### config.mk
export PLATFORM = sky130hd
export DESIGN_NAME = day10_min_press_solver
export DESIGN_NICKNAME = d
export VERILOG_FILES = /design/src/rtl/day10_pkg.sv /design/src/rtl/day10_gray_flip_idx.sv /design/src/rtl/day10_min_press_solver.sv
export SDC_FILE = /design/constraint.sdc
export NUM_CORES = 1
export LEC_CHECK = 0
export CORE_ASPECT_RATIO = 1.1
export CORE_UTILIZATION = 45
export CTS_CLUSTER_SIZE = 12
export DETAILED_ROUTE_END_ITERATION = 8
export DONT_BUFFER_PORTS = 1
export PLACE_DENSITY = 0.64
export RECOVER_POWER = 25
export SETUP_SLACK_MARGIN = 0.2
export SYNTH_ARGS = -nofsm -noshare
export SYNTH_HDL_FRONTEND = slang
export SYNTH_HIERARCHICAL = 1
export SYNTH_SLANG_ARGS = --single-unit
export TNS_END_PERCENT = 10
### constraint.sdc
create_clock -name clk -period 3.9 [get_ports clk]
set_clock_uncertainty 0.1 [all_clocks]
set_input_delay 0.39 -clock clk [delete_from_list [all_inputs] [get_ports clk]]
set_output_delay 0.39 -clock clk [all_outputs]
set_load 0.005 [all_outputs]
### src/rtl/day10_pkg.sv
// Shared types, default widths and the trailing-zero helper for the day-10 button solver.
package day10_pkg;

  localparam int DEF_MAX_NUM_BUTTONS = 8;
  localparam int DEF_MAX_NUM_LIGHTS  = 10;
  localparam int DEF_TOTAL_W         = 32;

  typedef enum logic [1:0] {
    IDLE,
    SEARCH,
    DONE
  } state_e;

  // Index of the lowest set bit; an all-zero input yields 0.
  function automatic logic [5:0] ctz32(input logic [31:0] v);
    logic [5:0] r;
    r = 6'd0;
    for (int i = 31; i >= 0; i--) begin
      if (v[i]) r = 6'(i);
    end
    return r;
  endfunction

endpackage

### src/rtl/day10_gray_flip_idx.sv
// Button index toggled when stepping the Gray-code enumeration from k to k+1.
module day10_gray_flip_idx
  import day10_pkg::*;
#(
  parameter int KW = 9,
  parameter int JW = 3
) (
  input  logic [KW-1:0] k_i,
  output logic [JW-1:0] j_o
);

  logic [31:0] kPlusOne;

  assign kPlusOne = 32'(k_i) + 32'd1;
  assign j_o      = JW'(ctz32(kPlusOne));

endmodule

### src/rtl/day10_min_press_solver.sv
// Minimum-press solver: enumerates button subsets in Gray order, one candidate per cycle.
module day10_min_press_solver
  import day10_pkg::*;
#(
  parameter int MAX_NUM_BUTTONS   = DEF_MAX_NUM_BUTTONS,
  parameter int MAX_NUM_LIGHTS    = DEF_MAX_NUM_LIGHTS,
  parameter int MAX_NUM_BUTTONS_W = $clog2(MAX_NUM_BUTTONS + 1),
  parameter int MAX_NUM_PRESSES_W = MAX_NUM_BUTTONS_W,
  parameter int TOTAL_W           = DEF_TOTAL_W
) (
  input  logic                                      clk,
  input  logic                                      rst_n,
  input  logic                                      in_valid,
  output logic                                      in_ready,
  input  logic [MAX_NUM_BUTTONS_W-1:0]              in_num_buttons,
  input  logic [MAX_NUM_LIGHTS-1:0]                 in_target,
  input  logic [MAX_NUM_BUTTONS*MAX_NUM_LIGHTS-1:0] in_button_masks,
  output logic                                      out_valid,
  input  logic                                      out_ready,
  output logic                                      out_found,
  output logic [MAX_NUM_PRESSES_W-1:0]              min_button_presses,
  output logic [MAX_NUM_BUTTONS-1:0]                buttons_to_press,
  input  logic                                      clear_total,
  output logic [TOTAL_W-1:0]                        total_presses
);

  localparam int KW = MAX_NUM_BUTTONS + 1;
  localparam int JW = (MAX_NUM_BUTTONS > 1) ? $clog2(MAX_NUM_BUTTONS) : 1;
  localparam int NW = MAX_NUM_BUTTONS_W;
  localparam int L  = MAX_NUM_LIGHTS;

  state_e                          state_q, state_d;
  logic [NW-1:0]                   numButtons_q, numButtons_d;
  logic [L-1:0]                    target_q, target_d;
  logic [L-1:0]                    acc_q, acc_d;
  logic [MAX_NUM_BUTTONS*L-1:0]    masks_q, masks_d;
  logic [KW-1:0]                   k_q, k_d;
  logic [MAX_NUM_BUTTONS-1:0]      subset_q, subset_d;
  logic [MAX_NUM_BUTTONS-1:0]      bestSubset_q, bestSubset_d;
  logic [MAX_NUM_BUTTONS-1:0]      buttons_q, buttons_d;
  logic [NW-1:0]                   pop_q, pop_d;
  logic [NW-1:0]                   bestPop_q, bestPop_d;
  logic                            bestFound_q, bestFound_d;
  logic                            outValid_q, outValid_d;
  logic                            outFound_q, outFound_d;
  logic [MAX_NUM_PRESSES_W-1:0]    presses_q, presses_d;
  logic [TOTAL_W-1:0]              total_q, total_d;

  logic [JW-1:0]                   flipIdx;
  logic [KW-1:0]                   lastK;
  logic                            hit;
  logic                            accumulate;
  logic [TOTAL_W-1:0]              totalBase;
  logic [TOTAL_W:0]                sum;

  day10_gray_flip_idx #(
    .KW (KW),
    .JW (JW)
  ) u_flip (
    .k_i (k_q),
    .j_o (flipIdx)
  );

  assign lastK      = (KW'(1) << numButtons_q) - KW'(1);
  assign hit        = (acc_q == target_q) && (!bestFound_q || (pop_q < bestPop_q));
  assign accumulate = (state_q == DONE) && outValid_q && out_ready && outFound_q;

  // Strict '<' on pop keeps the first minimum met in Gray order.
  always_comb begin
    state_d      = state_q;
    numButtons_d = numButtons_q;
    target_d     = target_q;
    acc_d        = acc_q;
    masks_d      = masks_q;
    k_d          = k_q;
    subset_d     = subset_q;
    bestSubset_d = bestSubset_q;
    buttons_d    = buttons_q;
    pop_d        = pop_q;
    bestPop_d    = bestPop_q;
    bestFound_d  = bestFound_q;
    outValid_d   = outValid_q;
    outFound_d   = outFound_q;
    presses_d    = presses_q;

    case (state_q)
      IDLE: begin
        if (in_valid) begin
          state_d      = SEARCH;
          numButtons_d = (in_num_buttons > NW'(MAX_NUM_BUTTONS)) ? NW'(MAX_NUM_BUTTONS)
                                                                 : in_num_buttons;
          target_d     = in_target;
          masks_d      = in_button_masks;
          k_d          = '0;
          acc_d        = '0;
          subset_d     = '0;
          pop_d        = '0;
          bestPop_d    = '1;
          bestFound_d  = 1'b0;
        end
      end
      SEARCH: begin
        if (hit) begin
          bestSubset_d = subset_q;
          bestPop_d    = pop_q;
          bestFound_d  = 1'b1;
        end
        if (k_q == lastK) begin
          state_d = DONE;
        end else begin
          acc_d             = acc_q ^ masks_q[flipIdx*L +: L];
          subset_d[flipIdx] = ~subset_q[flipIdx];
          pop_d             = subset_q[flipIdx] ? pop_q - NW'(1) : pop_q + NW'(1);
          k_d               = k_q + KW'(1);
        end
      end
      DONE: begin
        // First DONE cycle loads the result registers; out_valid follows one cycle later.
        if (!outValid_q) begin
          outValid_d = 1'b1;
          outFound_d = bestFound_q;
          presses_d  = bestFound_q ? MAX_NUM_PRESSES_W'(bestPop_q) : '0;
          buttons_d  = bestFound_q ? bestSubset_q : '0;
        end else if (out_ready) begin
          outValid_d = 1'b0;
          state_d    = IDLE;
        end
      end
      default: state_d = IDLE;
    endcase

    totalBase = clear_total ? '0 : total_q;
    sum       = {1'b0, totalBase} + (TOTAL_W+1)'(presses_q);
    if (accumulate) total_d = sum[TOTAL_W] ? '1 : sum[TOTAL_W-1:0];
    else            total_d = totalBase;
  end

  always_ff @(posedge clk) begin
    if (!rst_n) begin
      state_q      <= IDLE;
      numButtons_q <= '0;
      target_q     <= '0;
      acc_q        <= '0;
      masks_q      <= '0;
      k_q          <= '0;
      subset_q     <= '0;
      bestSubset_q <= '0;
      buttons_q    <= '0;
      pop_q        <= '0;
      bestPop_q    <= '0;
      bestFound_q  <= 1'b0;
      outValid_q   <= 1'b0;
      outFound_q   <= 1'b0;
      presses_q    <= '0;
      total_q      <= '0;
    end else begin
      state_q      <= state_d;
      numButtons_q <= numButtons_d;
      target_q     <= target_d;
      acc_q        <= acc_d;
      masks_q      <= masks_d;
      k_q          <= k_d;
      subset_q     <= subset_d;
      bestSubset_q <= bestSubset_d;
      buttons_q    <= buttons_d;
      pop_q        <= pop_d;
      bestPop_q    <= bestPop_d;
      bestFound_q  <= bestFound_d;
      outValid_q   <= outValid_d;
      outFound_q   <= outFound_d;
      presses_q    <= presses_d;
      total_q      <= total_d;
    end
  end

  assign in_ready           = (state_q == IDLE);
  assign out_valid          = outValid_q;
  assign out_found          = outFound_q;
  assign min_button_presses = presses_q;
  assign buttons_to_press   = buttons_q;
  assign total_presses      = total_q;

endmodule

==> summary.txt <==
Outcome
  • Status: complete, but fails checks
  • Failing checks: capacitance limit, slew limit

Layout
  • Layout area overhead: 17.9%
  • Final core occ: ~55%
  • N_diodes: 0
  • Final instance area: about 11,000 um^2
  • Layout Nets: 1,278
  • Layout cells sized above 1: 8.33%
  • Multi-input logic area: roughly 5000 um^2
  • # fillers: 1,850
  • FF/Latch Area: about 3700 um^2

Power and ir drop
  • Psw: about 0.0012 W
  • Worst IR Drop VDD: approximately 0.00034 V
  • Clock power share: between 40% and 50%
  • Cell Pwr Density: about 420 nW/um^2
  • Internal: between 0.003 and 0.004 W
  • Combinational share of power: 13.0%
  • Sw Ratio: 26.5%
  • Reg power frac: 46.6%
  • Leak: slightly below 4 nW

Logic synthesis
  • Async SR Flop Fraction: 0%
  • Top cells by count, synth: nand2_1 (239), dfxtp_1 (186), a21oi_1 (153)
  • Count leader, synth: nand2_1
  • Syn nets: around 1,200
  • Main area contributors after synthesis: dfxtp_1 (41%), nand2_1 (10%), a21oi_1 (8.5%), o21ai_0 (2.6%), clkbuf_1 (2.4%)
  • Synth area leader: dfxtp_1
  • Avg Cell Area, Syn: 8.00 um^2
  • Synth unique cells: 67
  • Share of the synthesized area in the top cell type: between 40% and 50%
  • Syn Std Cell Area: ~9000 um^2
  • Synth Register Bits: around 190
  • YS warnings: 6
  • Seq/Total Area, Yosys: 41.4%
  • Top FF cell, synth: dfxtp_1
  • Syn Inst Count: approximately 1,100
  • Number of synthesized flops with an enable pin: 0

GRT
  • Total track usage: about a quarter
  • Global-route wire length before repair: around 38,000 um
  • Largest net degree at the start of global routing: between 60 and 70
  • Vias in the first global route: 7,377
  • Initial antenna violation count: 0
  • GRT Residual Overflow: 0

Floorplan
  • Num ports: 146
  • Die Y: roughly 150 um
  • Site row count: 53
  • Core area: 19,400 um^2
  • Die W: 137 um
  • Die area: slightly above 20,000 um^2
  • Initial Util: between 40% and 50%

Drt
  • Top layer in use: met4
  • Vias post-DR: approximately 8,100
  • Vias per cell: 5.66
  • Routed wl met2: approximately 12,000 um
  • WL met3: 1230 um
  • Final ANT Viol Nets: 0
  • Initial DRC Count: 609
  • DRT met1 WL: 10,600 um
  • WL final: between 20,000 and 25,000 um
  • Routed wire length per instance: roughly 17 um
  • DR pass1 iterations: 5
  • Remaining DRCs: 0

Clock network
  • Clk sinks: ~190
  • Clock Latency Late Sink: ~0.44 ns
  • CTS Buffer Depth: 2
  • CTS tree: done
  • Num CTS Buffers: 17
  • Worst-path clk slew: 0.07 ns
  • Clock Root Buffer: clkbuf_16
  • H-tree depth: 4

Setup path
  • Type of origin of the critical path: flop
  • Crit path max fanout: 4
  • Critical Path RT: a little over 4 ns
  • Worst Path Arrival: roughly 3.8 ns
  • Critical Path Sink Type: flop
  • Crit Path Class: reg2reg

Place
  • Buffers on Ports: 0
  • DP Area: ~9000 um^2
  • RePlAce Congestion: just under 0.9
  • HPWL Detailed: around 17,000 um

Min path
  • Worst hold path class: in2reg

STA
  • Hold Fails Final Rpt: 0
  • Setup-failing EPs final: 0
  • Slew margin rel.: -25.3%
  • Tightest Pin Transition: 1.88 ns
  • Setup TNS: 0 ns
  • RSZ-0062 raised after global routing: yes
  • Final period util: approximately 92%
  • Slew Limit Fails: 40
  • Fin crit period: roughly 3.6 ns
  • Fmax achieved: about 280 MHz

Job
  • Max-Cap Viols: 1
-- critical path, stage by stage (launching register included) --
cell and delay (ns):
dfxtp_1 0.31, ha_2 0.21, and3_4 0.19, or3_4 0.32, o21a_1 0.14, o31ai_4 0.30, mux2_4 0.34, a22oi_2 0.17
o22ai_2 0.09, a21oi_2 0.15, inv_1 0.08, ha_1 0.29, a21o_1 0.17, a21oi_2 0.12, xor2_1 0.19, nor3_1 0.06
a211o_1 0.23
-- sequential cells by signal, indices dropped and copies added (netlist names) --
signal	flops
buttons_to_press	8
total_presses	32
bestFound_q	1
target_q	10
state_q	2
subset_q	8
out_found	1
pop_q	4
bestSubset_q	8
acc_q	10
masks_q	80
numButtons_q	4
min_button_presses	4
k_q	9
bestPop_q	4
out_valid	1
-- per-layer routing --
layer  up-vias  track usage (%)
met5         -                0
met4         0             7.86
met3        39             5.45
met2       210             39.0
met1      3769             30.8
li1       4040                -
-- cells by family after synthesis --
kind of cell	after synthesis	synth area share, %
AO/OA/AOI/OAI	302	20.6
XOR/XNOR	41	3.99
adder cells (fa/ha/maj)	14	2.11
buffers and inverters	96	4.28
flip-flops	186	41.4
multiplexers	30	4.06
AND/OR/NAND/NOR	455	23.6
-- through the flow --
stage                     std cells  worst slack (ns)  power (W)  hold WS (ns)
after floorplan                1124             0.215    0.00249         0.333
after global placement         1323             0.332    0.00260         0.338
after detailed placement       1323             0.304    0.00261         0.343
after CTS                      1419             0.278    0.00444      0.000310
after global routing           1424             0.142    0.00461       0.00590
final                          1424             0.318    0.00442        0.0105
-- timing repair --
action	4_1_cts	5_1_grt
hold buffers	65	4
hold endpoints to repair	69	4
buffers inserted	0	1
gates resized for setup	0	12
setup endpoints to repair	0	2
-- cell usage in the layout (no fill, tap or decap), types with 12 or more instances in the layout --
cell             n
mux2i_1         14
dfxtp_1        185
nand2_1        238
nor2_1          49
nand2b_1        21
clkbuf_16       17
nor2b_1         20
a21oi_1        151
a22o_1          13
dlygate4sd3_1   69
or3_1           18
o22ai_1         12
nor3_1          14
inv_1           22
nand3_1         36
o21ai_0         46
xnor2_1         18
xor2_1          23
buf_4           24
-- final timing paths --
| kind | start | endpoint | slack [ns] | cells after the start |
|---|---|---|---|---|
| setup / recovery | k_q[0]$_SDFFE_PN0P_ | pop_q[3]$_SDFFE_PN0P_ | 0.32 | 16 |
| hold / removal | in_button_masks[77] | masks_q[77]$_SDFFE_PN0P_ | 0.01 | 2 |
| setup reg to reg | k_q[0]$_SDFFE_PN0P_ | pop_q[3]$_SDFFE_PN0P_ | 0.32 | 16 |
| hold reg to reg | masks_q[31]$_SDFFE_PN0P_ | masks_q[31]$_SDFFE_PN0P_ | 0.35 | 2 |
-- power groups by stage --
stage	clock network (W)	registers, W	logic [W]
after global routing	0.00190	0.00207	0.000643
final	0.00179	0.00206	0.000576
after detailed placement	0	0.00210	0.000509
after global placement	0	0.00210	0.000500
after floorplan	0	0.00207	0.000413
after CTS	0.00182	0.00206	0.000564
-- final cells by class --
cell class	count	share of cell area, %
clock inverters	12	1.51
repair buffers	94	8.32
well taps	247	2.91
flip-flops and latches	186	35.1
inverters	24	0.885
multi-input cells	842	47.1
clock buffers	19	4.18
Power figures use the tool's default switching activity.
